### src/rtl/main_pkg.sv
// -----------------------------------------------------------------------------
// main_pkg
// Shared constants, types and helper functions for the keyboard/pattern
// sequencer block "main".
//   NOTE_W      width of the key/note bitmask (bit 0 = lowest pitch)
//   PAT_DEPTH   number of pattern memory entries
//   OFFSET_MAX  magnitude limit of the signed transpose offset
// Also holds the parameter defaults, the button index map and the
// transpose / offset helper functions.
// -----------------------------------------------------------------------------
package main_pkg;

    localparam int NOTE_W              = 27;
    localparam int PAT_DEPTH           = 16;
    localparam int PTR_W               = 4;
    localparam int LEN_W               = 5;
    localparam int OFFSET_MAX          = 4;
    localparam int OFF_W               = 4;

    localparam int DEBOUNCE_CYCLES_DEF = 16;
    localparam int STEP_CYCLES_DEF     = 1024;

    // Button positions inside the packed button vector
    localparam int BTN_SUSTAIN = 0;
    localparam int BTN_UP      = 1;
    localparam int BTN_DOWN    = 2;
    localparam int BTN_REC     = 3;
    localparam int BTN_CLR     = 4;
    localparam int BTN_N       = 5;

    typedef logic [NOTE_W-1:0]        note_t;
    typedef logic signed [OFF_W-1:0]  offset_t;

    typedef enum logic {
        MODE_LIVE = 1'b0,
        MODE_PLAY = 1'b1
    } mode_e;

    localparam offset_t OFF_HI = offset_t'(OFFSET_MAX);
    localparam offset_t OFF_LO = offset_t'(-OFFSET_MAX);

    // Shift a note mask by a signed semitone offset; bits leaving the
    // 27-bit window are dropped and vacated positions are zero.
    function automatic note_t transpose(input note_t src, input offset_t off);
        offset_t mag;
        note_t   res;
        if (off[OFF_W-1]) begin
            mag = -off;
            res = src >> mag;
        end else begin
            res = src << off;
        end
        return res;
    endfunction

    // One up/down step of the offset, saturating at +/-OFFSET_MAX.
    // Both requests in the same cycle cancel out.
    function automatic offset_t offset_step(input offset_t cur,
                                            input logic    up,
                                            input logic    dn);
        offset_t res;
        res = cur;
        if (up && !dn && (cur < OFF_HI)) begin
            res = cur + offset_t'(1);
        end else if (dn && !up && (cur > OFF_LO)) begin
            res = cur - offset_t'(1);
        end
        return res;
    endfunction

endpackage

### src/rtl/main_debounce.sv
// -----------------------------------------------------------------------------
// main_debounce
// Two-flop synchronizer, counter debouncer and rising-edge pulse for one
// asynchronous push button.
// Ports:
//   clk      clock, all state on rising edge
//   reset    asynchronous active-low reset
//   i_btn    raw asynchronous button level
//   o_level  debounced level
//   o_rise   one-cycle pulse, high during the first cycle o_level is 1
// -----------------------------------------------------------------------------
module main_debounce
    import main_pkg::*;
#(
    parameter int DEBOUNCE_CYCLES = DEBOUNCE_CYCLES_DEF
) (
    input  logic clk,
    input  logic reset,
    input  logic i_btn,
    output logic o_level,
    output logic o_rise
);

    localparam int               CNT_W    = (DEBOUNCE_CYCLES > 1) ? $clog2(DEBOUNCE_CYCLES) : 1;
    localparam logic [CNT_W-1:0] CNT_LAST = CNT_W'(DEBOUNCE_CYCLES - 1);

    logic             r_sync1;
    logic             r_sync2;
    logic             r_level;
    logic             r_rise;
    logic [CNT_W-1:0] r_cnt;

    logic w_differs;
    logic w_flip;

    // The counter only runs while the synchronized input disagrees with the
    // accepted level; any agreeing cycle restarts the qualification window.
    assign w_differs = r_sync2 ^ r_level;
    assign w_flip    = w_differs && (r_cnt == CNT_LAST);

    always_ff @(posedge clk or negedge reset) begin
        if (!reset) begin
            r_sync1 <= 1'b0;
            r_sync2 <= 1'b0;
            r_level <= 1'b0;
            r_rise  <= 1'b0;
            r_cnt   <= '0;
        end else begin
            r_sync1 <= i_btn;
            r_sync2 <= r_sync1;
            // Registered alongside the level so the pulse lines up with the
            // first cycle of the new high level.
            r_rise  <= w_flip && r_sync2;
            if (w_flip) begin
                r_level <= r_sync2;
                r_cnt   <= '0;
            end else if (w_differs) begin
                r_cnt   <= r_cnt + 1'b1;
            end else begin
                r_cnt   <= '0;
            end
        end
    end

    assign o_level = r_level;
    assign o_rise  = r_rise;

endmodule

### src/rtl/main.sv
// -----------------------------------------------------------------------------
// main
// Keyboard note router with sustain, transpose and a 16-step pattern
// recorder/player.
// Ports:
//   note    registered bitmask of sounding notes, bit 0 = lowest pitch
//   key     asynchronous key levels
//   b1      sustain button          b2  transpose up
//   b3      transpose down          b4  record one step (live mode)
//   b5      clear pattern
//   sw1     mode switch: 0 live, 1 playback (synchronized, not debounced)
//   clk     sole clock
//   reset   asynchronous active-low reset
// Parameters:
//   DEBOUNCE_CYCLES  stable cycles needed before a button level is accepted
//   STEP_CYCLES      clock cycles per playback step
// -----------------------------------------------------------------------------
module main
    import main_pkg::*;
#(
    parameter int DEBOUNCE_CYCLES = DEBOUNCE_CYCLES_DEF,
    parameter int STEP_CYCLES     = STEP_CYCLES_DEF
) (
    output logic [NOTE_W-1:0] note,
    input  logic [NOTE_W-1:0] key,
    input  logic              b1,
    input  logic              b2,
    input  logic              b3,
    input  logic              b4,
    input  logic              b5,
    input  logic              sw1,
    input  logic              clk,
    input  logic              reset
);

    localparam int               TMR_W    = (STEP_CYCLES > 1) ? $clog2(STEP_CYCLES) : 1;
    localparam logic [TMR_W-1:0] TMR_LAST = TMR_W'(STEP_CYCLES - 1);

    // Synchronizers for key and mode switch
    note_t r_key_s1;
    note_t r_key_s2;
    logic  r_sw_s1;
    logic  r_sw_s2;
    logic  r_sw_d;

    // Control state
    offset_t          r_offset;
    note_t            r_held;
    logic [PTR_W-1:0] r_wr_ptr;
    logic [PTR_W-1:0] r_rd_ptr;
    logic [LEN_W-1:0] r_len;
    logic [TMR_W-1:0] r_tmr;
    note_t            r_note;

    // Pattern storage, intentionally without reset: r_len masks stale data
    note_t r_mem [PAT_DEPTH];

    logic [BTN_N-1:0] w_btn_raw;
    logic [BTN_N-1:0] w_btn_lvl;
    logic [BTN_N-1:0] w_btn_rise;
    logic             w_unused;
    mode_e            w_mode;
    logic             w_sw_rise;
    logic             w_clear;
    logic             w_rec;
    logic [PTR_W-1:0] w_rd_next;
    note_t            w_src;

    assign w_btn_raw = {b5, b4, b3, b2, b1};

    genvar g;
    generate
        for (g = 0; g < BTN_N; g++) begin : g_btn
            main_debounce #(
                .DEBOUNCE_CYCLES (DEBOUNCE_CYCLES)
            ) u_debounce (
                .clk     (clk),
                .reset   (reset),
                .i_btn   (w_btn_raw[g]),
                .o_level (w_btn_lvl[g]),
                .o_rise  (w_btn_rise[g])
            );
        end
    endgenerate

    // Only the sustain button acts on its level; the others act on edges.
    assign w_unused = ^{w_btn_lvl[BTN_N-1:1], w_btn_rise[BTN_SUSTAIN]};

    always_ff @(posedge clk or negedge reset) begin
        if (!reset) begin
            r_key_s1 <= '0;
            r_key_s2 <= '0;
            r_sw_s1  <= 1'b0;
            r_sw_s2  <= 1'b0;
            r_sw_d   <= 1'b0;
        end else begin
            r_key_s1 <= key;
            r_key_s2 <= r_key_s1;
            r_sw_s1  <= sw1;
            r_sw_s2  <= r_sw_s1;
            r_sw_d   <= r_sw_s2;
        end
    end

    assign w_mode    = r_sw_s2 ? MODE_PLAY : MODE_LIVE;
    assign w_sw_rise = r_sw_s2 && !r_sw_d;

    // Clear beats a same-cycle record; recording is a live-mode action only.
    assign w_clear = w_btn_rise[BTN_CLR];
    assign w_rec   = w_btn_rise[BTN_REC] && (w_mode == MODE_LIVE) && !w_clear;

    always_ff @(posedge clk or negedge reset) begin
        if (!reset) begin
            r_offset <= '0;
        end else begin
            r_offset <= offset_step(r_offset, w_btn_rise[BTN_UP], w_btn_rise[BTN_DOWN]);
        end
    end

    // Sustain accumulates while b1 is held in live mode; releasing b1 or
    // entering playback empties it.
    always_ff @(posedge clk or negedge reset) begin
        if (!reset) begin
            r_held <= '0;
        end else if ((w_mode == MODE_PLAY) || !w_btn_lvl[BTN_SUSTAIN]) begin
            r_held <= '0;
        end else begin
            r_held <= r_held | r_key_s2;
        end
    end

    always_ff @(posedge clk or negedge reset) begin
        if (!reset) begin
            r_wr_ptr <= '0;
            r_len    <= '0;
        end else if (w_clear) begin
            r_wr_ptr <= '0;
            r_len    <= '0;
        end else if (w_rec) begin
            r_wr_ptr <= r_wr_ptr + 1'b1;
            if (r_len != LEN_W'(PAT_DEPTH)) begin
                r_len <= r_len + 1'b1;
            end
        end
    end

    // Recorded steps are stored untransposed.
    always_ff @(posedge clk) begin
        if (w_rec) begin
            r_mem[r_wr_ptr] <= r_key_s2;
        end
    end

    // Wrap to step 0 after the last recorded step; a pattern cleared during
    // playback also lands back on 0 at the next step.
    always_comb begin
        w_rd_next = r_rd_ptr + 1'b1;
        if ((LEN_W'(r_rd_ptr) + LEN_W'(1)) >= r_len) begin
            w_rd_next = '0;
        end
    end

    // The step timer is parked at 0 in live mode and restarted when the
    // switch enters playback, so every playback run begins on step 0.
    always_ff @(posedge clk or negedge reset) begin
        if (!reset) begin
            r_rd_ptr <= '0;
            r_tmr    <= '0;
        end else if (w_sw_rise || (w_mode == MODE_LIVE)) begin
            r_rd_ptr <= '0;
            r_tmr    <= '0;
        end else if (r_tmr == TMR_LAST) begin
            r_tmr    <= '0;
            r_rd_ptr <= w_rd_next;
        end else begin
            r_tmr    <= r_tmr + 1'b1;
        end
    end

    always_comb begin
        w_src = r_key_s2;
        if (w_mode == MODE_PLAY) begin
            w_src = (r_len == '0) ? '0 : r_mem[r_rd_ptr];
        end else if (w_btn_lvl[BTN_SUSTAIN]) begin
            w_src = r_held;
        end
    end

    always_ff @(posedge clk or negedge reset) begin
        if (!reset) begin
            r_note <= '0;
        end else begin
            r_note <= transpose(w_src, r_offset);
        end
    end

    assign note = r_note;

endmodule

### config.mk
export PLATFORM = sky130hd
export DESIGN_NAME = main
export DESIGN_NICKNAME = d
export VERILOG_FILES = /design/src/rtl/main_pkg.sv /design/src/rtl/main_debounce.sv /design/src/rtl/main.sv
export SDC_FILE = /design/constraint.sdc
export NUM_CORES = 1
export LEC_CHECK = 0
export BUFFER_PORTS_ARGS = -buffer_cell sky130_fd_sc_hd__buf_2
export CAP_MARGIN = 40
export CORE_ASPECT_RATIO = 0.9
export CORE_UTILIZATION = 36
export CTS_CLUSTER_DIAMETER = 120
export DETAILED_ROUTE_END_ITERATION = 12
export RECOVER_POWER = 100
export SYNTH_ARGS = -nofsm -noshare
export SYNTH_HDL_FRONTEND = slang
export SYNTH_SLANG_ARGS = --single-unit
### constraint.sdc
create_clock -name clk -period 6.3 [get_ports clk]
set_input_delay 0.63 -clock clk [delete_from_list [all_inputs] [get_ports clk]]
set_output_delay 0.63 -clock clk [all_outputs]
set_load 0.05 [all_outputs]
Yosys cells after proc, flatten, opt, wreduce, memory -nomap -nowiden

Memories as Yosys holds them, arrays and structs flattened.
Cells that the tools add are included.

Add/sub/neg operators: 13
Order comparisons: 3
Equality and inequality tests: 7
Shift operators: 2
Multiplexer cells: 30
Bitwise logic cells: 7
Reductions and logical operators: 29

Operators with widths:

| kind                    | count |
|---|---|
| $mux W27                | 5 |
| $mux W4                 | 17 |
| $add A4 B1 Y4 const B   | 7 |
| $or A27 B27 Y27         | 1 |
| $shl A27 B4 Y27         | 1 |
| $shr A27 B4 Y27         | 1 |
| $eq A4 B4 Y1 const B    | 5 |
| $mux W10                | 2 |
| $logic_and A1 B1 Y1     | 16 |
| $mux W5                 | 3 |
| $add A10 B1 Y10 const B | 1 |
| $eq A10 B10 Y1 const B  | 1 |
| $reduce_bool A2 Y1      | 4 |
| $add A4 B1 Y5 const B   | 1 |
| $add A5 B1 Y5 const B   | 1 |
| $ge A5 B5 Y1            | 1 |
| $logic_not A1 Y1        | 5 |
| $logic_not A5 Y1        | 1 |
| $ne A5 B5 Y1 const B    | 1 |
| $xor A1 B1 Y1           | 5 |
| $add A4 B2 Y4 const B   | 1 |
| $gt A4 B3 Y1 const B    | 1 |
| $lt A4 B4 Y1 const B    | 1 |
| $neg A4 Y4              | 1 |
| 5 further kinds         | 8 |

Flip-flop bits (word level): 177
RAM bits: 432
Input bits: 35
Output and inout port bits: 27
Logic and storage cells: 128
Memories kept: 1

Memory list:

| memory | depth | width | rd ports | clocked after Yosys merged registers in | write ports | line       | source |
|---|---|---|---|---|---|---|---|
| r_mem  | 16    | 27    | 1        | 0                                       | 1           | main.sv:56 | `note_t r_mem [PAT_DEPTH];` |

Longest topological paths before layout

Gate-level depths: netlist of the first run.

Depth after elaboration: 6
Mapped depth: 13

Modules after synthesis

A second synthesis of the first run with hierarchy kept.

Cells, all modules: 1597
Area, all modules: 25752.2 um^2

Modules (own cells, without submodules):

| module        | instances | cells an instance | area an instance (um^2) | sequential area each (um^2) |
|---|---|---|---|---|
| main          | 1         | 1487              | 24169.4                 | 16425.8 |
| main_debounce | 5         | 22                | 316.6                   | 200.2 |

Worst setup path after synthesis of the first run

Ideal clock, no wire load.

Path kind: register to register
Start: register r_offset[0]
End: register r_note[9] (netlist: note[9])
Setup time: 0.144 ns
Arrival: 3.536 ns
Setup slack: 2.620 ns
Cell stages (with the launch flop): 12
Buffers on the path: 5
Period minus slack after synthesis: 3.680 ns
Cell sequence: dfrtp_1 buf_1 inv_2 buf_1 clkbuf_1 ha_1 clkbuf_1 inv_2 clkbuf_1 mux2_2 a2111oi_0 o211ai_1

Word-level cells in the longest chain between the ends: 3
Elaborated cells between the ends (all ways): 4

RTL lines:

| element                | line           | source |
|---|---|---|
| from (decl)            | main.sv:47     | `offset_t r_offset;` |
| from (signal assigned) | main.sv:116    | `r_offset <= offset_step(r_offset, w_btn_rise[BTN_UP], w_btn_rise[BTN_DOWN]);` |
| $neg A4 Y4             | main_pkg.sv:48 | `mag = -off;` |
| $shr A27 B4 Y27        | main_pkg.sv:49 | `res = src >> mag;` |
| $mux W27 (*)           | main_pkg.sv:47 | `if (off[OFF_W-1]) begin` |
| to (signal assigned)   | main.sv:193    | `r_note <= transpose(w_src, r_offset);` |
| to (decl)              | main.sv:53     | `note_t r_note;` |

Every way passes the cells marked *; elsewhere a longest branch is shown, timed or not.
A chain may end at the register's enable or synchronous reset.

Final worst setup path of the first run

Start: register r_sw_s2
End: register r_note[12] (netlist: note[12])

Word-level cells in the longest chain between the ends: 4
Elaborated cells between the ends (all ways): 5

RTL lines:

| element                                            | line                           | source |
|---|---|---|
| from (decl)                                        | main.sv:43                     | `logic r_sw_s2;` |
| from (signal assigned)                             | main.sv:100                    | `r_sw_s2 <= r_sw_s1;` |
| $mux W1 (*)                                        | main.sv:105                    | `assign w_mode = r_sw_s2 ? MODE_PLAY : MODE_LIVE;` |
| $mux W27 (*)                                       | main.sv:182                    | `if (w_mode == MODE_PLAY) begin` |
| $shl A27 B4 Y27 or $shr A27 B4 Y27 (tied branches) | main_pkg.sv:51, main_pkg.sv:49 |  |
| $mux W27 (*)                                       | main_pkg.sv:47                 |  |

Marks and branches as above.

==> run summary, run 1 <==
The latest clock arrival within the worst-skew pair is 0.60 ns. The total global-route track usage came out at 0.190. The via count of the routed design is 14933. After synthesis the cells add up to 0.0255 mm2.

The largest delay contributor family on the critical path is buffers and inverters. After synthesis, the cell types taking the most area are sky130_fd_sc_hd__edfxtp_1, sky130_fd_sc_hd__dfrtp_1, sky130_fd_sc_hd__mux4_2. The total design power is 8.65 mW.

The clock transition at the registers of the reported paths came out at 0.06 ns. The clock skew after layout came out at 0.0154 ns. In the post-synthesis netlist, the cell with the most instances is sky130_fd_sc_hd__edfxtp_1. For this design the static power due to leakage is 9.98 nW. The simple logic cell fraction of the synthesized area came out at 0.0679. The final critical path time including I/O delays and setup is 4.89 ns. The number of design rule violations left after detail routing came out at 0. The final reports fail on max-capacitance violations, max-slew violations. The final antenna-violating net count came out at 0. The area of the die is 0.0719 mm2. The number of cells on the worst reg-to-reg path is 8.

The tool flagged a number of max-cap violations equal to 18. The final hold violation count is 0. Among all stages on the critical path, the largest delay is contributed by sky130_fd_sc_hd__clkbuf_1. Buffers placed on the I/O ports in this run total 61. After clock tree synthesis, the repair step resized 0 gates. The worst setup path is captured at a register. The number of antenna diodes came out at 0. The kind of start point of the critical path is a register. Counting flops with an async set or reset pin after synthesis yields a share of 0.291. The first-pass GRT wire length came out at 99.2 mm. The worst slack at placement came out at 2.37 ns. Of the total synthesized cell area, the portion taken by full adders, half adders and majority gates is 0.0111.

The register bit total from synthesis is 609. The largest vdd supply drop came out at 0.000174 V. The post-CTS setup-driven buffer insertion count came out at 0. The share of synthesized area in the top cell type comes to 0.509. The critical path runs through a total of 8 cells. In this run the worst setup path begins at r_sw_s2. Of the post-synthesis cell area, the part taken by muxes is 0.142. The proportion of layout cells with a drive suffix above 1 is 0.168. The count of H-tree levels built during CTS came out at 3. The synthesized netlist net count is 1695. The compound-cell area share of the yosys netlist came out at 0.0642. The worst register-to-register path ends at note[12]. Traced cell by cell, the critical path runs through clkbuf_1, and3_4, a22oi_1, o211ai_1, mux2i_1, mux2i_1, o22ai_1, a2111oi_0. The tree is rooted in a sky130_fd_sc_hd__clkbuf_16. The flow ran to the end, but the final reports show violations. The cell that appears most often on the critical path is sky130_fd_sc_hd__mux2i_1. The number of antenna violations at the first check in global routing is 0. The stage delay of the slowest cell on the critical path came out at 1.69 ns. Compared with the post-synthesis result, the final layout area differs by 14.4%.

The least setup slack across all paths after layout is 1.41 ns. Dividing the synthesized area by the synthesized cell count gives 15.6 um2. In this run, distinct cell masters in the synthesized netlist total 80.

For the worst setup path, the data required time is 6.74 ns. CTS saw 609 sinks. The instance count after placement with tap cells included came out at 2608. After detailed routing, the total wire length is 67.1 mm. The worst slew margin relative to its limit came out at -1.05. The placeable core area came out at 0.0701 mm2. In this run, post-CTS hold repair placed 0 buffers.

Among all flip-flop cells after synthesis, the most frequent one is sky130_fd_sc_hd__edfxtp_1. The leading area contributor after synthesis is sky130_fd_sc_hd__edfxtp_1. The starting DRC count in detailed routing is 1532. The boundary pin count is 62. The core occupancy in the finished layout came out at 0.416. Setup violations remaining at the end of the flow were counted as 0. The critical-path maximum fanout came out at 34. The floorplan has 92 rows. Setup repair after global routing left no endpoint under its margin. For this run, the top clock speed supported by timing is 0.205 GHz. The via count of the first global-routing pass is 14913.

The aggregate global routing overflow came out at 0. In this run the critical register-to-register path is launched from r_sw_s2. The number of warning messages in the yosys log came out at 0. No sink is reached through more buffers than the 3 on the longest clock path. The total power divided by cell area came out at 297 mW/mm2. The worst register-to-register path has a setup slack of 1.41 ns.

The xor/xnor cell area share of the yosys netlist came out at 0.0124. The via-per-instance ratio came out at 5.48. The path class of the tightest hold or removal check is in -> reg. The actual slew at the worst max-slew pin is 3.08 ns.

The number of clock buffers inserted by TritonCTS came out at 66. The cell count after synthesis came out at 1638. TritonCTS built the clock tree. The horizontal extent of the die came out at 283 um.

The total half-perimeter wirelength after legalization and detailed placement is 41.0 mm. The first detailed-routing pass ran for 5 iterations. The sum of negative setup slack is 0 ns. The main combinational cell family by area after synthesis is multiplexers.

The commonest cells after synthesis are sky130_fd_sc_hd__edfxtp_1, sky130_fd_sc_hd__nor2_1, sky130_fd_sc_hd__dfrtp_1, sky130_fd_sc_hd__mux2i_1, sky130_fd_sc_hd__mux4_2. The critical path buffer and inverter count is 1. Yosys mapped a number of flops with a built-in enable equal to 432. Measured along the y axis, the die boundary spans 255 um. The endpoint arrival time on the critical path is 5.33 ns. The number of max-slew violations in the final report came out at 490. Once layout is complete, the cells apart from fillers number 2727. The number of nets in the layout came out at 1793.

Dividing the detail-routed wire length by the instance count gives 24.6 um. The period utilization came out at 0.776. The register area share after synthesis is 0.682. By startpoint and endpoint, the worst setup path is classified as reg -> reg. In this run the worst setup path terminates at note[12]. Entering global routing, the biggest net connects 107 pins. The total of fill cells in the finished design is 6356. The initial core utilization came out at 0.364. The routability congestion estimate came out at 0.898.
[routing by layer]
| metal | wire (um) | global-route usage | vias to the layer above |
|---|---|---|---|
| li1 | - | - | 6524 |
| met2 | 31400 | 0.297 | 529 |
| met1 | 30200 | 0.275 | 7781 |
| met5 | 0 | 0 | - |
| met4 | 1320 | 0.0477 | 0 |
| met3 | 4210 | 0.0305 | 99 |
[worst min-delay path by stage]
| stage | slack, ns | endpoint | cells past startpoint | startpoint |
|---|---|---|---|---|
| after floorplan | 0.33 | g_btn[0].u_debounce.o_level | 0 | reset |
| after global placement | 0.33 | g_btn[2].u_debounce.r_sync2 | 0 | g_btn[2].u_debounce.r_sync1 |
| after detailed placement | 0.33 | r_key_s2[3] | 0 | r_key_s1[3] |
| after CTS | 0.1 | g_btn[2].u_debounce.r_sync1 | 1 | b3 |
| after global routing | 0.10 | g_btn[1].u_debounce.r_sync1 | 1 | b2 |
| final | 0.14 | g_btn[1].u_debounce.r_sync1 | 1 | b2 |
[per-stage QoR]
step                cell area [um2]  hold slack, ns
floorplan                     25500           0.331
global placement              27100           0.333
detailed placement            27200           0.335
CTS                           29400          0.0954
global route                  29200           0.102
finish                        29200           0.138
[flip-flops by register name, summed over array words and instances (netlist names), 5 cells and up]
register	flops
g_btn.u_debounce.o_level	5
g_btn.u_debounce.r_sync1	5
r_key_s1	27
r_mem	432
r_held	27
g_btn.u_debounce.r_cnt	20
r_tmr	10
r_key_s2	27
g_btn.u_debounce.r_sync2	5
note	27
r_len	5
[cell type report]
cell class	count	area, um2	area share
Clock buffer	87	1830	0.0629
Timing Repair Buffer	114	599	0.0205
Inverter	18	67.6	0.00232
Multi-Input combinational cell	927	7650	0.262
Sequential cell	609	17400	0.597
Clock inverter	32	440	0.0151
Tap cell	940	1180	0.0403
[power breakdown]
part | internal, mW | switching, mW
combinational | 0.0614 | 0.163
sequential | 4.34 | 0.0586
clock | 2.47 | 1.56
[logic make-up (layout without fill, tap and decap cells)]
family / count (synthesis) / count (layout)
multiplexers: 259 / 259
buffers and inverters: 102 / 251
flip-flops: 609 / 609
adder cells (fa/ha/maj): 22 / 22
XOR/XNOR: 36 / 36
AO/OA/AOI/OAI: 225 / 225
AND/OR/NAND/NOR: 385 / 385
[layout by cell type (no fill, tap or decap), types with 15 or more instances in the layout]
cell type                   netlist  routed
sky130_fd_sc_hd__clkbuf_16        0      69
sky130_fd_sc_hd__buf_2           20      32
sky130_fd_sc_hd__nand2_1         67      67
sky130_fd_sc_hd__mux4_2          77      77
sky130_fd_sc_hd__nor2_1         196     190
sky130_fd_sc_hd__ha_1            21      21
sky130_fd_sc_hd__clkbuf_1        36      68
sky130_fd_sc_hd__a21oi_1         29      29
sky130_fd_sc_hd__inv_1           14      15
sky130_fd_sc_hd__dfrtp_1        177     173
sky130_fd_sc_hd__edfxtp_1       432     432
sky130_fd_sc_hd__nand3_1         55      55
sky130_fd_sc_hd__xnor2_1         22      22
sky130_fd_sc_hd__a31oi_1         17      17
sky130_fd_sc_hd__mux2i_1        156     156
sky130_fd_sc_hd__mux2_2          23      23
sky130_fd_sc_hd__buf_4            7      24
sky130_fd_sc_hd__o21ai_0         28      30
sky130_fd_sc_hd__a22oi_1         45      46
Power figures use the tool's default switching activity.
==> inputs of run 2 (changes only) <==
- ABC_AREA: unset -> 1
- clock period: 6.3 -> 4.1 ns (I/O delays scaled with it)
==> run 2 against run 1 <==
The run still ends with max-capacitance violations, max-slew violations left. Sequential power rose by 53%. Synthesized area rose by 5.5%. Routed wire length rose by 6.6%. Hold slack improved by 0.20 ns. Global-route usage rose by 0.15 points. Largest power group unchanged. Utilization fell by 0.15 points. Cell count rose by 42%. Largest cell class unchanged. Critical path type unchanged. Fmax rose by 38%. Worst setup slack got worse by 0.86 ns. First-iteration DRC count rose by 33%. Die area rose by 5.4%.
==> run summary, run 2 <==
Result of the run: finished with violations (unchanged). Violated checks: max-capacitance violations, max-slew violations (unchanged). The leading cell type in the layout, fill and taps excluded is sky130_fd_sc_hd__nand2_1 (was sky130_fd_sc_hd__edfxtp_1). The layout-stage area growth over the synthesis result is 13.3% (was 14.4%).

The main combinational cell family by area after synthesis is simple AND/OR/NAND/NOR gates (was multiplexers). The launch instance of the worst min-delay path is r_key_s1[5] (was b2). The number of nets in the layout is 2924 (was 1793). The period utilization came out at 0.864 (was 0.776).

The fraction of the mapped netlist area in adder cells is 0.0105 (was 0.0111). The static leakage came out at 13.1 nW (was 9.98 nW). The count of maximum capacitance violations came out at 8 (was 18). The worst slack at placement is 1.05 ns (was 2.37 ns). The largest buffer count on any clock path was 3 (unchanged).

The required time of the critical path is 4.29 ns (was 6.74 ns). The proportion of layout cells with a drive suffix above 1 is 0.0637 (was 0.168). The total global-route track usage is 0.191 (was 0.190). The storage element area is 0.0174 mm2 (about the same).

The CTS tree is built (unchanged). The sum of negative setup slack is 0 ns (unchanged). The fraction of registers with async set or reset after synthesis came out at 0.291 (unchanged).

The via count of the routed design came to 19208 (was 14933). The number of buffers inserted by port buffering came out at 61 (unchanged). The via count of the first global-routing pass came to 18800 (was 14913). The number of max-slew violations in the final report came out at 257 (was 490). The first-pass GRT wire length came out at 111 mm (was 99.2 mm). The maximum clock frequency came out at 0.282 GHz (was 0.205 GHz). The final antenna-violating net count was 0 (unchanged). The footprint of the multi-input gates is 0.00759 mm2 (was 0.00765 mm2). The number of flip-flops in the largest register is 432 (unchanged).

The clock skew after layout came out at 0.0274 ns (was 0.0154 ns). The path category of the worst min-delay check is reg -> reg (was in -> reg). The number of rows in the core area is 94 (was 92). The leading area contributor after synthesis was sky130_fd_sc_hd__edfxtp_1 (unchanged). Synth top cells by count: sky130_fd_sc_hd__nand2_1, sky130_fd_sc_hd__nand3_1, sky130_fd_sc_hd__edfxtp_1, sky130_fd_sc_hd__inv_1, sky130_fd_sc_hd__nor2_1 (was sky130_fd_sc_hd__edfxtp_1, sky130_fd_sc_hd__nor2_1, sky130_fd_sc_hd__dfrtp_1, sky130_fd_sc_hd__mux2i_1, sky130_fd_sc_hd__mux4_2).

The count of H-tree levels built during CTS is 2 (was 3). The number of design rule violations left after detail routing came out at 0 (unchanged). The number of instances in the synthesized netlist is 2781 (was 1638). The capture point of the worst reg-to-reg path is r_mem[15][21] (was note[12]). The critical path endpoint category is a register (unchanged). The worst reg-to-reg setup slack is 0.56 ns (was 1.41 ns).

The number of antenna diodes is 0 (unchanged). The vertical die dimension is 261 um (was 255 um). The internal cell power came out at 9.99 mW (was 6.87 mW). The least setup slack across all paths after layout is 0.557 ns (was 1.41 ns). The switching share of total power is 0.213 (was 0.206). Area contributors post-synth: sky130_fd_sc_hd__edfxtp_1, sky130_fd_sc_hd__dfrtp_1, sky130_fd_sc_hd__nand2_1 (was sky130_fd_sc_hd__edfxtp_1, sky130_fd_sc_hd__dfrtp_1, sky130_fd_sc_hd__mux4_2). The compound-cell area share of the yosys netlist came to 0.0227 (was 0.0642). The number of clock buffers inserted by TritonCTS came out at 59 (was 66). The kind of start point of the critical path is a register (unchanged). The placeable core area came out at 0.0735 mm2 (was 0.0701 mm2). The final hold violation count is 0 (unchanged). The synthesized area is 0.0269 mm2 (was 0.0255 mm2).

The largest vdd supply drop was 0.000384 V (was 0.000174 V). The synthesized netlist net count is 2838 (was 1695). The most common flop cell mapped by yosys is sky130_fd_sc_hd__edfxtp_1 (unchanged). The sink count of the clock tree is 609 (unchanged). The total of endpoints with negative setup slack in the final report came out at 0 (unchanged).

The register bit total from synthesis came out at 609 (unchanged). The worst hold margin came out at 0.339 ns (was 0.138 ns). The actual slew at the worst max-slew pin is 2.69 ns (was 3.08 ns). The post-synthesis cell type count came out at 33 (was 80). The end point of the most critical hold path is r_key_s2[5] (was g_btn[1].u_debounce.r_sync1). The total design power came to 12.7 mW (was 8.65 mW). The start-to-end type of the worst setup path was reg -> reg (unchanged). The net switching power was 2.71 mW (was 1.78 mW). The area of the die is 0.0758 mm2 (was 0.0719 mm2).

The total half-perimeter wirelength after legalization and detailed placement came out at 39.4 mm (was 41.0 mm). The clock tree root driver cell is sky130_fd_sc_hd__clkbuf_16 (unchanged). The xor/xnor cell area share of the yosys netlist was 0.00488 (was 0.0124). The boundary pin count is 62 (unchanged). The via-per-instance ratio came out at 4.95 (was 5.48). The average footprint of a synthesized cell came to 9.68 um2 (was 15.6 um2). The horizontal extent of the die came out at 290 um (was 283 um). The initial core utilization is 0.366 (was 0.364).

The sequential power share came out at 0.531 (was 0.508). The number of antenna violations at the first check in global routing came out at 0 (unchanged). The start point of the critical path is r_sw_s2 (unchanged). The number of search-and-repair iterations in the first detailed-routing pass is 5 (unchanged). The number of warning messages in the yosys log is 0 (unchanged). The combinational power share is 0.026 (about the same). The starting DRC count in detailed routing is 2030 (was 1532).

The count of cells along the worst hold path was 0 (was 1). The area fraction of the dominant cell type after synthesis came out at 0.482 (was 0.509). The aggregate global routing overflow came out at 0 (unchanged). The clock transition at the registers of the reported paths is 0.06 ns (about the same). The most repeated cell in the gate-level netlist after synthesis is sky130_fd_sc_hd__nand2_1 (was sky130_fd_sc_hd__edfxtp_1).

The number of synthesized flops with an enable pin is 432 (unchanged). The reg-to-reg startpoint is r_sw_s2 (unchanged). The largest net degree at the start of global routing is 158 (was 107). The critical-path maximum fanout is 27 (was 34).

The endpoint arrival time on the critical path came out at 3.73 ns (was 5.33 ns). The routability congestion estimate is 0.907 (was 0.898). The most flop-heavy register is r_mem (unchanged). The simple logic cell fraction of the synthesized area was 0.243 (was 0.0679).

The share of power burned in the clock network came to 0.443 (was 0.466). The final critical path time including I/O delays and setup came out at 3.54 ns (was 4.89 ns). The number of cells on the worst reg-to-reg path is 6 (was 8). The worst slew margin relative to its limit came out at -0.793 (was -1.05). RSZ-0062 raised after global routing: no (unchanged). The detailed-route wire length per cell is 18.5 um (was 24.6 um). The register area share after synthesis is 0.647 (was 0.682). Commonest cells after routing, fill and taps aside: sky130_fd_sc_hd__nand2_1, sky130_fd_sc_hd__nand3_1, sky130_fd_sc_hd__edfxtp_1 (was sky130_fd_sc_hd__edfxtp_1, sky130_fd_sc_hd__nor2_1, sky130_fd_sc_hd__dfrtp_1).

The post-cts gate resize count is 0 (unchanged). The latest clock arrival within the worst-skew pair came out at 0.64 ns (was 0.60 ns). The total of fill cells in the finished design is 7059 (was 6356).

The overall routed net length is 71.6 mm (was 67.1 mm). The total power divided by cell area is 417 mW/mm2 (was 297 mW/mm2). The proportion of synthesized area in mux cells is 0.000372 (was 0.142).
run 2: kinds of logic (layout without fill, tap and decap cells):
| logic type | after synthesis | after routing |
|---|---|---|
| DFF | 609 | 609 |
| AOI/OAI and AO/OA | 111 | 111 |
| muxes | 1 | 1 |
| and+or+nand+nor | 1584 | 1584 |
| xor gates and xnor gates | 15 | 15 |
| adders and majority gates | 22 | 22 |
| buffers and inverters | 439 | 576 |
run 2: final cells by class:
class | instances | area share
clock buffers | 81 | 0.0534
clock inverters | 31 | 0.0121
inverters | 309 | 0.0383
multi-input cells | 1733 | 0.249
flip-flops and latches | 609 | 0.571
well taps | 960 | 0.0394
repair buffers | 155 | 0.0365
run 2: power groups by stage:
stage / Clock [mW] / Combinational (mW) / Sequential (mW)
finish: 5.62 / 0.334 / 6.74
global route: 5.96 / 0.379 / 6.75
CTS: 5.73 / 0.348 / 6.74
detailed placement: 0 / 0.320 / 6.87
global placement: 0 / 0.316 / 6.87
floorplan: 0 / 0.131 / 6.89
run 2: through the flow:
stage,std cells,cell area [um2],util
after floorplan,2781,26900,-
after global placement,3728,28300,0.385
after detailed placement,3732,28400,0.386
after CTS,3878,30700,0.418
after global routing,3878,30500,0.415
final,3878,30500,0.415
run 2: worst max-delay path, stage by stage (launching register included):
cell	delay (ns)
sky130_fd_sc_hd__dfrtp_1	0.48
sky130_fd_sc_hd__inv_1	0.14
sky130_fd_sc_hd__nand2_1	0.16
sky130_fd_sc_hd__inv_1	0.11
sky130_fd_sc_hd__nand2_1	0.14
sky130_fd_sc_hd__nor3_1	0.16
sky130_fd_sc_hd__clkbuf_1	1.89
run 2: how the worst max path moves through the flow:
stage | endpoint | slack (ns) | depth (start not counted)
CTS | note[5] | 1.03 | 16
detailed placement | note[5] | 1.05 | 16
finish | r_mem[15][21] | 0.56 | 6
global route | note[5] | 0.40 | 16
global placement | note[5] | 1.04 | 16
floorplan | r_mem[8][0] | 0.68 | 6
run 2: repair_timing:
action	CTS	global route
hold buffers	34	0
hold endpoints to repair	114	0
buffers inserted	0	0
run 2: metal layers:
metal,vias up,track usage,wire (um)
met4,0,0.0624,1950
met5,-,0,0
li1,9240,-,-
met2,697,0.299,31800
met1,9160,0.272,32700
met3,111,0.0294,5170
==> inputs of run 3 (changes only) <==
- CORE_UTILIZATION: 36 -> 45
==> run 3 against run 2 <==
The run still ends with max-capacitance violations, max-slew violations left. Register-to-register slack barely moved. Combinational power is 4% higher. Hold slack got worse by 0.0064 ns. Routed wire length hardly changed. Critical path depth unchanged. Fmax up 0.33%. Critical endpoint is now r_mem[15][23].
==> run summary, run 3 (synthesis gave the netlist of run 2 again) <==
The first-pass GRT wire length is 110 mm (was 111 mm). The largest buffer count on any clock path came out at 3 (unchanged). The number of cells on the worst reg-to-reg path is 6 (unchanged). The count of maximum capacitance violations was 5 (was 8). The kind of start point of the critical path is a register (unchanged). The critical-path maximum fanout is 27 (unchanged). The quantity of hold-fixing buffers added after cts came to 34 (unchanged). The worst slew margin relative to its limit is -0.637 (was -0.793).

The vertical die dimension is 234 um (was 261 um). The final critical path time including I/O delays and setup came out at 3.53 ns (was 3.54 ns). The path category of the worst min-delay check was reg -> reg (unchanged). The clock tree root driver cell is sky130_fd_sc_hd__clkbuf_16 (unchanged). The clock transition at the registers of the reported paths is 0.06 ns (about the same). The core occupancy in the finished layout is 0.518 (was 0.415). The storage element area is 0.0174 mm2 (unchanged). The sum of negative setup slack came out at 0 ns (unchanged). Commonest cells after routing, fill and taps aside: sky130_fd_sc_hd__nand2_1, sky130_fd_sc_hd__nand3_1, sky130_fd_sc_hd__edfxtp_1 (unchanged). The required time of the critical path is 4.25 ns (was 4.29 ns). The number of flip-flops in the largest register is 432 (unchanged). RSZ-0062 raised after global routing: no (unchanged). The latest clock arrival within the worst-skew pair came out at 0.60 ns (was 0.64 ns). The post-CTS setup-driven buffer insertion count is 0 (unchanged). The clock skew after layout came to 0.0249 ns (was 0.0274 ns).

The via count of the first global-routing pass came out at 19130 (was 18800). The number of clock buffers inserted by TritonCTS is 66 (was 59). The total design power is 13.0 mW (was 12.7 mW). The detailed-route wire length per cell came out at 19.3 um (was 18.5 um). The sink count of the clock tree came to 609 (unchanged).

Result of the run: finished with violations (unchanged). The number of rows in the core area came to 84 (was 94). Violated checks: max-capacitance violations, max-slew violations (unchanged). The overall routed net length is 71.5 mm (was 71.6 mm). The routability congestion estimate is 0.888 (was 0.907).

The boundary pin count is 62 (unchanged). The count of H-tree levels built during CTS came out at 3 (was 2). The initial core utilization was 0.458 (was 0.366). The launch instance of the worst min-delay path is r_key_s1[18] (was r_key_s1[5]).

The final hold violation count is 0 (unchanged). The footprint of the multi-input gates was 0.00761 mm2 (was 0.00759 mm2). The capture point of the worst reg-to-reg path is r_mem[15][23] (was r_mem[15][21]).

The maximum clock frequency came to 0.283 GHz (was 0.282 GHz). The total power divided by cell area is 428 mW/mm2 (was 417 mW/mm2). The final antenna-violating net count came out at 0 (unchanged). The count of cells along the worst hold path came to 0 (unchanged).

The via-per-instance ratio came out at 5.23 (was 4.95). The post-cts gate resize count came out at 0 (unchanged). The number of design rule violations left after detail routing is 0 (unchanged).

The leading cell type in the layout, fill and taps excluded is sky130_fd_sc_hd__nand2_1 (unchanged). The number of max-slew violations in the final report came out at 114 (was 257). The start-to-end type of the worst setup path is reg -> reg (unchanged). The area of the die is 0.0608 mm2 (was 0.0758 mm2). The number of nets in the layout is 2940 (was 2924).

The layout-stage area growth over the synthesis result came out at 13.1% (was 13.3%). The largest net degree at the start of global routing came out at 164 (was 158). The largest vdd supply drop came out at 0.000251 V (was 0.000384 V). The most flop-heavy register was r_mem (unchanged). The endpoint arrival time on the critical path came out at 3.68 ns (was 3.73 ns). The total of fill cells in the finished design was 5284 (was 7059). The number of antenna diodes is 0 (unchanged).

The via count of the routed design is 19376 (was 19208). The aggregate global routing overflow is 0 (unchanged). The total of endpoints with negative setup slack in the final report is 0 (unchanged). The starting DRC count in detailed routing came out at 1859 (was 2030).

The reg-to-reg startpoint is r_sw_s2 (unchanged). The total half-perimeter wirelength after legalization and detailed placement is 41.2 mm (was 39.4 mm). The critical path endpoint category is a register (unchanged). The horizontal extent of the die came out at 260 um (was 290 um).

The static leakage is 13.2 nW (was 13.1 nW). The total global-route track usage is 0.240 (was 0.191). The number of search-and-repair iterations in the first detailed-routing pass is 7 (was 5). The final design instance area without fill was 0.0304 mm2 (was 0.0305 mm2). The placeable core area is 0.0588 mm2 (was 0.0735 mm2).

The number of antenna violations at the first check in global routing is 1 (was 0). The worst reg-to-reg setup slack came to 0.57 ns (was 0.56 ns). The period utilization is 0.861 (was 0.864). The actual slew at the worst max-slew pin came out at 2.46 ns (was 2.69 ns).

The total cell area at the placement stage is 0.0283 mm2 (was 0.0284 mm2). The proportion of layout cells with a drive suffix above 1 came out at 0.0651 (was 0.0637). The CTS tree is built (unchanged). The number of buffers inserted by port buffering was 61 (unchanged). The end point of the most critical hold path is r_key_s2[18] (was r_key_s2[5]).
==> run 3: changes by cell type in the layout (fill, tap and decap cells not counted), sizes merged <==
cell    delta
buf        -1
bufinv     -1
clkbuf    +22
clkinv     -3
inv        -2
==> run 3: metrics by stage <==
stage	hold WS (ns)	instances	setup slack, ns
4_1_cts	0.335	3707	1.05
3_3_place_gp	0.333	3548	0.650
2_1_floorplan	0.114	2781	0.680
6_report	0.333	3707	0.569
3_5_place_dp	0.336	3555	1.07
5_1_grt	0.343	3707	0.447
==> run 3: worst max path at each step <==
stage,startpoint,endpoint
after global routing,r_sw_s2,r_mem[15][23]
after global placement,r_len[1],note[7]
after detailed placement,r_offset[1],note[9]
after CTS,r_offset[1],note[16]
final,r_sw_s2,r_mem[15][23]
after floorplan,r_sw_s2,r_mem[8][0]
==> run 3: metal layers <==
metal,share of wire,wire length [um],up-vias,GRT usage
met3,0.069,4920,142,0.0393
met2,0.46,33200,654,0.387
met1,0.44,31300,9333,0.333
met4,0.030,2130,0,0.0770
li1,-,-,9247,-
met5,0,0,-,0
==> run 3: final cells by class <==
class | count | share of cell area
repair buffers | 164 | 0.0379
well taps | 774 | 0.0318
clock inverters | 25 | 0.00937
multi-input cells | 1733 | 0.250
clock buffers | 93 | 0.0610
inverters | 309 | 0.0381
flip-flops and latches | 609 | 0.572
==> run 3: power by group <==
part | internal, mW | switching [mW]
clock network | 3.54 | 2.41
logic | 0.0983 | 0.249
registers | 6.66 | 0.0693
==> run 3: worst max-delay path, cell delays in order, from the launching register on <==
cell and delay [ns]:
sky130_fd_sc_hd__dfrtp_1 0.52, sky130_fd_sc_hd__inv_1 0.13, sky130_fd_sc_hd__nand2_1 0.18, sky130_fd_sc_hd__inv_1 0.12, sky130_fd_sc_hd__nand2_1 0.16, sky130_fd_sc_hd__nor3_1 0.19, sky130_fd_sc_hd__clkbuf_1 1.77
